[src/rtl/data_reg_pkg.sv]
// Shared defaults and sizing helpers for the data register queue.
package data_reg_pkg;

    localparam int DEF_WIDTH = 14;
    localparam int DEF_DEPTH = 4;

    function automatic int cnt_w(input int depth);
        return $clog2(depth + 1);
    endfunction

    function automatic int ptr_w(input int depth);
        return (depth < 2) ? 1 : $clog2(depth);
    endfunction

endpackage

[src/rtl/data_reg_queue_ptr.sv]
// Modulo-DEPTH pointer with increment and synchronous clear.
module data_reg_queue_ptr
    import data_reg_pkg::*;
#(
    parameter  int DEPTH = DEF_DEPTH,
    localparam int PW    = ptr_w(DEPTH)
) (
    input  logic          clk,
    input  logic          reset_n,
    input  logic          i_clr,
    input  logic          i_inc,
    output logic [PW-1:0] o_ptr
);

    localparam logic [PW-1:0] LAST = PW'(DEPTH - 1);

    logic [PW-1:0] r_ptr;

    always_ff @(posedge clk or negedge reset_n) begin
        if (!reset_n) begin
            r_ptr <= '0;
        end else if (i_clr) begin
            r_ptr <= '0;
        end else if (i_inc) begin
            r_ptr <= (r_ptr == LAST) ? '0 : r_ptr + 1'b1;
        end
    end

    assign o_ptr = r_ptr;

endmodule

[src/rtl/data_reg_queue.sv]
// First-word-fall-through register queue with sticky overflow flag.
// Optional per-entry even parity: define DATA_REG_QUEUE_PARITY_EN.
module data_reg_queue
    import data_reg_pkg::*;
#(
    parameter  int WIDTH = DEF_WIDTH,
    parameter  int DEPTH = DEF_DEPTH,
    localparam int CW    = cnt_w(DEPTH),
    localparam int PW    = ptr_w(DEPTH)
) (
    input  logic             clk,
    input  logic             reset_n,
    input  logic             flush,
    input  logic             in_valid,
    output logic             in_ready,
    input  logic [WIDTH-1:0] in_data,
    output logic             out_valid,
    input  logic             out_ready,
    output logic [WIDTH-1:0] out_data,
    output logic [CW-1:0]    count,
    output logic             overflow,
    input  logic             ovf_clr,
    output logic             par_err
);

    localparam logic [CW-1:0] FULL = CW'(DEPTH);

    logic [WIDTH-1:0] r_mem [DEPTH];
    logic [CW-1:0]    r_count;
    logic             r_overflow;
    logic [PW-1:0]    w_rd;
    logic [PW-1:0]    w_wr;
    logic             w_push;
    logic             w_pop;

    assign in_ready  = (r_count != FULL);
    assign out_valid = (r_count != '0);
    assign count     = r_count;
    assign overflow  = r_overflow;
    assign out_data  = r_mem[w_rd];

    // flush wins over any handshake in the same cycle
    assign w_push = in_valid && in_ready && !flush;
    assign w_pop  = out_valid && out_ready && !flush;

    data_reg_queue_ptr #(.DEPTH(DEPTH)) u_wr_ptr (
        .clk     (clk),
        .reset_n (reset_n),
        .i_clr   (flush),
        .i_inc   (w_push),
        .o_ptr   (w_wr)
    );

    data_reg_queue_ptr #(.DEPTH(DEPTH)) u_rd_ptr (
        .clk     (clk),
        .reset_n (reset_n),
        .i_clr   (flush),
        .i_inc   (w_pop),
        .o_ptr   (w_rd)
    );

    always_ff @(posedge clk) begin
        if (w_push) begin
            r_mem[w_wr] <= in_data;
        end
    end

    always_ff @(posedge clk or negedge reset_n) begin
        if (!reset_n) begin
            r_count <= '0;
        end else if (flush) begin
            r_count <= '0;
        end else if (w_push && !w_pop) begin
            r_count <= r_count + 1'b1;
        end else if (w_pop && !w_push) begin
            r_count <= r_count - 1'b1;
        end
    end

    // a rejected push outranks a clear request
    always_ff @(posedge clk or negedge reset_n) begin
        if (!reset_n) begin
            r_overflow <= 1'b0;
        end else if (in_valid && !in_ready) begin
            r_overflow <= 1'b1;
        end else if (ovf_clr) begin
            r_overflow <= 1'b0;
        end
    end

`ifdef DATA_REG_QUEUE_PARITY_EN
    logic r_par [DEPTH];
    logic r_par_err;

    always_ff @(posedge clk) begin
        if (w_push) begin
            r_par[w_wr] <= ^in_data;
        end
    end

    always_ff @(posedge clk or negedge reset_n) begin
        if (!reset_n) begin
            r_par_err <= 1'b0;
        end else begin
            r_par_err <= w_pop && ((^r_mem[w_rd]) != r_par[w_rd]);
        end
    end

    assign par_err = r_par_err;
`else
    assign par_err = 1'b0;
`endif

endmodule

[config.mk]
export PLATFORM = sky130hd
export DESIGN_NAME = data_reg_queue
export DESIGN_NICKNAME = d
export VERILOG_FILES = /design/src/rtl/data_reg_pkg.sv /design/src/rtl/data_reg_queue_ptr.sv /design/src/rtl/data_reg_queue.sv
export SDC_FILE = /design/constraint.sdc
export NUM_CORES = 1
export LEC_CHECK = 0
export CAP_MARGIN = 20
export CELL_PAD_IN_SITES_DETAIL_PLACEMENT = 1
export CELL_PAD_IN_SITES_GLOBAL_PLACEMENT = 2
export CORE_MARGIN = 2
export CORE_UTILIZATION = 42
export CTS_CLUSTER_SIZE = 30
export DETAILED_ROUTE_END_ITERATION = 8
export HOLD_SLACK_MARGIN = 0.1
export PLACE_DENSITY = 0.82
export SYNTH_ARGS = -nofsm -noshare
export SYNTH_HDL_FRONTEND = slang
export SYNTH_SLANG_ARGS = --single-unit
[constraint.sdc]
create_clock -name clk -period 5.82 [get_ports clk]
set_input_delay 0.582 -clock clk [delete_from_list [all_inputs] [get_ports clk]]
set_output_delay 0.582 -clock clk [all_outputs]
set_load 0.01 [all_outputs]
== Word-level counts from Yosys, hierarchy flattened ==
Memory sizes are Yosys's and may differ from the RTL's.
Index checks and enable logic that the tools add are counted.
Operators by class
  add/sub/neg operators: 4
  eq/ne operators: 3
  muxes and demuxes: 13
  reductions and logical operators: 16
Operators with widths (count)
  2-bit 2-to-1 mux: 6
  3-bit 2-to-1 mux: 3
  1-bit logical AND: 7
  2-bit nonzero test: 3
  3-bit nonzero test: 2
  2-bit by 1-bit adder with 2-bit output (second input constant): 2
  2-bit equality test (second input constant): 2
  1-bit zero test: 4
  1-bit 2-to-1 mux: 4
  3-bit by 1-bit adder with 3-bit output (second input constant): 1
  3-bit != test (second input constant): 1
  3-bit by 1-bit subtractor with 3-bit output (second input constant): 1
Storage, ports and cells
  register bits after elaboration: 8
  RAM bits: 56
  input bits: 20
  output and inout bits: 21
  memories kept: 1
Memories
  r_mem: words 4, width 14, read ports 1, clocked after memory_dff 0, wr ports 1, RTL line data_reg_queue.sv:28  | logic [WIDTH-1:0] r_mem [DEPTH];

== Logic depth before layout (Yosys ltp) ==
  depth in word-level cells: 8
  mapped depth: 10
  gate-level depth less buffers: 8

== Cells and area by module ==
From an unflattened synthesis, not the netlist that was laid out.
Second synthesis, totals
  cells, all modules: 123
  area, all modules: 2549.9 um^2
Modules (own cells, without submodules)
  data_reg_queue: times used 1, cells each 107, area each 2349.8 um^2, sequential area each 1781.7 um^2
  data_reg_queue_ptr: times used 2, cells each 8, area each 100.1 um^2, sequential area each 50.0 um^2

== Least setup slack after synthesis ==
Ideal clock, no wire load.
  path type: register to register
  start point: register r_count[2] (netlist: count[2])
  end point: register r_count[2] (netlist: count[2])
  arrival time: 2210 ps
  path slack: 3485 ps
  cell stages (with the launch flop): 10
  path buffers: 2
  period minus slack after synthesis: 2335 ps
  cell sequence: dfrtp_1 > buf_4 > or3b_1 > buf_2 > nor3b_4 > and2_1 > fa_1 > nand2_1 > xor2_1 > a2111oi_0
RTL lines
  start: declaration: RTL line data_reg_queue.sv:29  | logic [CW-1:0] r_count;
  start signal: assignment: RTL line data_reg_queue.sv:74  | r_count <= r_count + 1'b1;
  start signal: assignment: RTL line data_reg_queue.sv:76  | r_count <= r_count - 1'b1;
  3-bit != test *: RTL line data_reg_queue.sv:36  | assign in_ready = (r_count != FULL);
  net in_ready: RTL line data_reg_queue.sv:15  | output logic in_ready,
  1-bit logical AND * (2 in a row): RTL line data_reg_queue.sv:43  | assign w_push = in_valid && in_ready && !flush;
  1-bit logical AND / 1-bit zero test (equally long branches): RTL line data_reg_queue.sv:73, data_reg_queue.sv:75
  3-bit 2-to-1 mux / 1-bit logical AND (equally long branches): RTL line data_reg_queue.sv:73, data_reg_queue.sv:75
  3-bit 2-to-1 mux / 3-bit nonzero test (equally long branches)
Mark *: on every way through the listed nets, which the timed path passes. The rest lies on a longest branch. The select of a mux whose other input is x is not followed.
A chain may end at the register's enable or synchronous reset.

== Worst setup path in the final report ==
  start point: register u_rd_ptr.r_ptr[0] (netlist: u_rd_ptr.o_ptr[0])
  end point: output port out_data[8]
Between the ends
  cells in the longest elaborated chain, start to end: 1
RTL lines
  start: declaration: RTL line data_reg_queue_ptr.sv:17  | logic [PW-1:0] r_ptr;
  start signal: assignment: RTL line data_reg_queue_ptr.sv:25  | r_ptr <= (r_ptr == LAST) ? '0 : r_ptr + 1'b1;
  memory 4 x 14 bit
  end: declaration: RTL line data_reg_queue.sv:19  | output logic [WIDTH-1:0] out_data,
Every way passes these cells.

==> qor.csv <==
stage,metric,value,unit
sta,rsz0062_at_grt,false,
critical_path,path_max_fanout,17,
sta,fmax,333,MHz
grt,track_usage,0.157,
synthesis,yosysTopAreaCell,edfxtp_1,
route,drc,0,
placement,place.gp.congestion,0.761,
grt,grt_pass1_vias,1536,
route,vias_per_cell,5.17,
synthesis,synth_fp_nets,168,
clock_tree,clkSinkCount,64,
route,dr.pass1.iters,4,
run,max_cap_viol_count,0,
sta,period_share,0.515,
synthesis,ys_top_cells_by_area,"edfxtp_1 64%, mux4_2 12%, dfrtp_1 7.6%, ha_1 2.4%, nand2_1 1.3%",
finish,nNetsFinal,209,
critical_path,crit_type,reg -> out,
sta,tns,0,ns
critical_path,critPathRequiredTime,5.24,ns
clock_tree,h-tree-depth,3,
critical_path,r2r_slack,3.30,ns
synthesis,async_flop_share,0.125,
sta,worst_pin_slew,0.957,ns
synthesis,syn_area,0.00262,sq mm
clock_tree,ctsHoldBuffers,0,
power_and_ir_drop,p_leak,1.08,nW
grt,grt_first_pass_wirelength,8140,um
route,routed_wl,4920,um
critical_path,cpPeakStageDelay,0.97,ns
min_path,hp-class,reg -> reg,
grt,grt_start_max_net_pins,18,
clock_tree,cts_tree,built,
synthesis,syn_avg_cell_area,18.5,sq um
clock_tree,clock_tree.buffer_depth,2,
placement,portBuffers,39,
floorplanning,num_io_pins,41,
synthesis,synth_top_area_share,0.642,
floorplanning,core-area,0.00599,sq mm
synthesis,yosys_warnings,0,
sta,drv_slew,0,
clock_tree,cts_resized,0,
synthesis,synthFlopType,edfxtp_1,
critical_path,worstPathArrival,2.42,ns
finish,drive_above_1_share,0.160,
synthesis,yosysMostFrequentCell,edfxtp_1,
sta,finalSetupViolCount,0,
finish,area_delta_synth_final,23.3,%
placement,dp_hpwl,3290,um
sta,min_period,3.00,ns
finish,diodes,0,
clock_tree,clkTransAtPathRegs,0.06,ns
sta,skew,0.0104,ns
clock_tree,clk_latency,0.34,ns
clock_tree,postCtsSetupBuffers,0,
grt,antenna_found_initial,0,
finish,final_core_util,0.539,
finish,final_cells,263,
synthesis,synth.distinct_cells,30,
critical_path,startpoint_type,flip-flop,
route,drtIter0Drc,67,
synthesis,synth_commonest_cells,"56 x edfxtp_1, 14 x mux4_2, 9 x nand2_1, 8 x dfrtp_1, 6 x inv_1",
synthesis,yosysSeqAreaShare,0.718,
floorplanning,start_util,0.438,
route,post_drt_wl_per_cell,18.7,um
grt,overflow,0,
sta,finalHoldViolCount,0,
critical_path,cp_top_family,flip-flops,
route,vias,1360,
clock_tree,cts_buffers,9,
power_and_ir_drop,ir_worst_vdd,223,uV
floorplanning,fp-row-count,28,
floorplanning,die_h,83,um
critical_path,slowest_stage,dfrtp_1,
floorplanning,die_area,0.00689,sq mm
sta,slew_headroom,0.362,
power_and_ir_drop,power.density,361,mW/mm^2
sta,hold_slack,0.539,ns
synthesis,synthCells,142,
placement,dp_cells,247,
critical_path,crit_chain,mux4_2 -> clkdlybuf4s50_1,
floorplanning,die_w,83,um
critical_path,crit_path_end_kind,output port,
critical_path,cp_num_buf_inv,1,
synthesis,ys_seq_elements,64,
clock_tree,cts_root_buf,clkbuf_8,
run_status,status,"finished, final reports clean",
synthesis,synth-edff-count,56,
route,postRouteAntennaNets,0,
-- path summary, 6_finish.rpt --
path,start,endpoint,depth (start not counted)
hold / removal,overflow$_DFFE_PN0P_,overflow$_DFFE_PN0P_,2
setup reg to reg,count[2]$_DFFE_PN0P_,count[2]$_DFFE_PN0P_,7
max in group asynchronous,reset_n,u_rd_ptr.o_ptr[0]$_DFFE_PN0P_,1
min in group asynchronous,reset_n,count[1]$_DFFE_PN0P_,1
hold reg to reg,overflow$_DFFE_PN0P_,overflow$_DFFE_PN0P_,2
setup / recovery,u_rd_ptr.o_ptr[0]$_DFFE_PN0P_,out_data[8],2
-- sequential cells by signal, indices dropped and copies added, names as in the netlist --
signal          cells
u_rd_ptr.o_ptr      2
r_mem              56
count               3
u_wr_ptr.o_ptr      2
overflow            1
-- layout make-up --
| type | instances | area, sq um |
|---|---|---|
| repair buffers | 39 | 390 |
| fillers | 573 | 2760 |
| inverters | 6 | 22.5 |
| flip-flops and latches | 64 | 1880 |
| clock inverters | 3 | 17.5 |
| multi-input cells | 63 | 667 |
| well taps | 75 | 93.8 |
| clock buffers | 13 | 159 |
-- layout by cell type (no fill, tap or decap), types with 2 or more instances in the layout --
| cell | instances |
|---|---|
| ha_1 | 5 |
| edfxtp_1 | 56 |
| nand2_1 | 9 |
| clkbuf_8 | 11 |
| clkbuf_1 | 2 |
| xor2_1 | 2 |
| nand3b_1 | 2 |
| dfrtp_1 | 8 |
| a21oi_1 | 5 |
| clkinv_2 | 2 |
| o21ai_0 | 2 |
| clkdlybuf4s50_1 | 39 |
| or3_1 | 3 |
| inv_1 | 6 |
| mux4_2 | 14 |
| nand3_1 | 3 |
| and2_1 | 5 |
-- per-layer routing --
metal	track usage	vias to the layer above	share of wire	wire (um)
met1	0.189	681	0.42	2050
met4	0.0775	0	0.023	114
met5	0	-	0	0
met2	0.265	38	0.52	2560
met3	0.0358	9	0.040	197
li1	-	632	-	-
-- stage by stage --
step | power, W | instance area [sq um] | worst slack (ns)
4_1_cts | 0.00118 | 3230 | 2.73
6_report | 0.00117 | 3230 | 2.82
3_3_place_gp | 0.000833 | 3060 | 3.07
2_1_floorplan | 0.000719 | 2620 | 3.48
3_5_place_dp | 0.000842 | 3060 | 2.88
5_1_grt | 0.00122 | 3230 | 2.62
-- cell families after synthesis --
group,count (synthesis),share of synthesized area
compound gates,12,0.0301
xor+xnor,3,0.0100
fa+ha+maj,6,0.0315
buf+inv,15,0.0277
flops,64,0.718
mux,15,0.124
other cells,1,0.00143
simple gates,26,0.0573
-- worst reg2reg max path, delay by kind of cell (launching register included) --
family	cells	cell delay, ns
AOI/OAI and AO/OA	1	0.41
xor gates and xnor gates	1	0.09
adders and majority gates	1	0.42
DFF	1	0.49
and+or+nand+nor	4	1.00
-- where the power goes --
part / switching, W / internal, W
combinational: 0.000104 / 0.000152
sequential: 0.0000414 / 0.000530
clock: 0.000161 / 0.000177
Note: power is estimated with default switching activity, not from simulation.
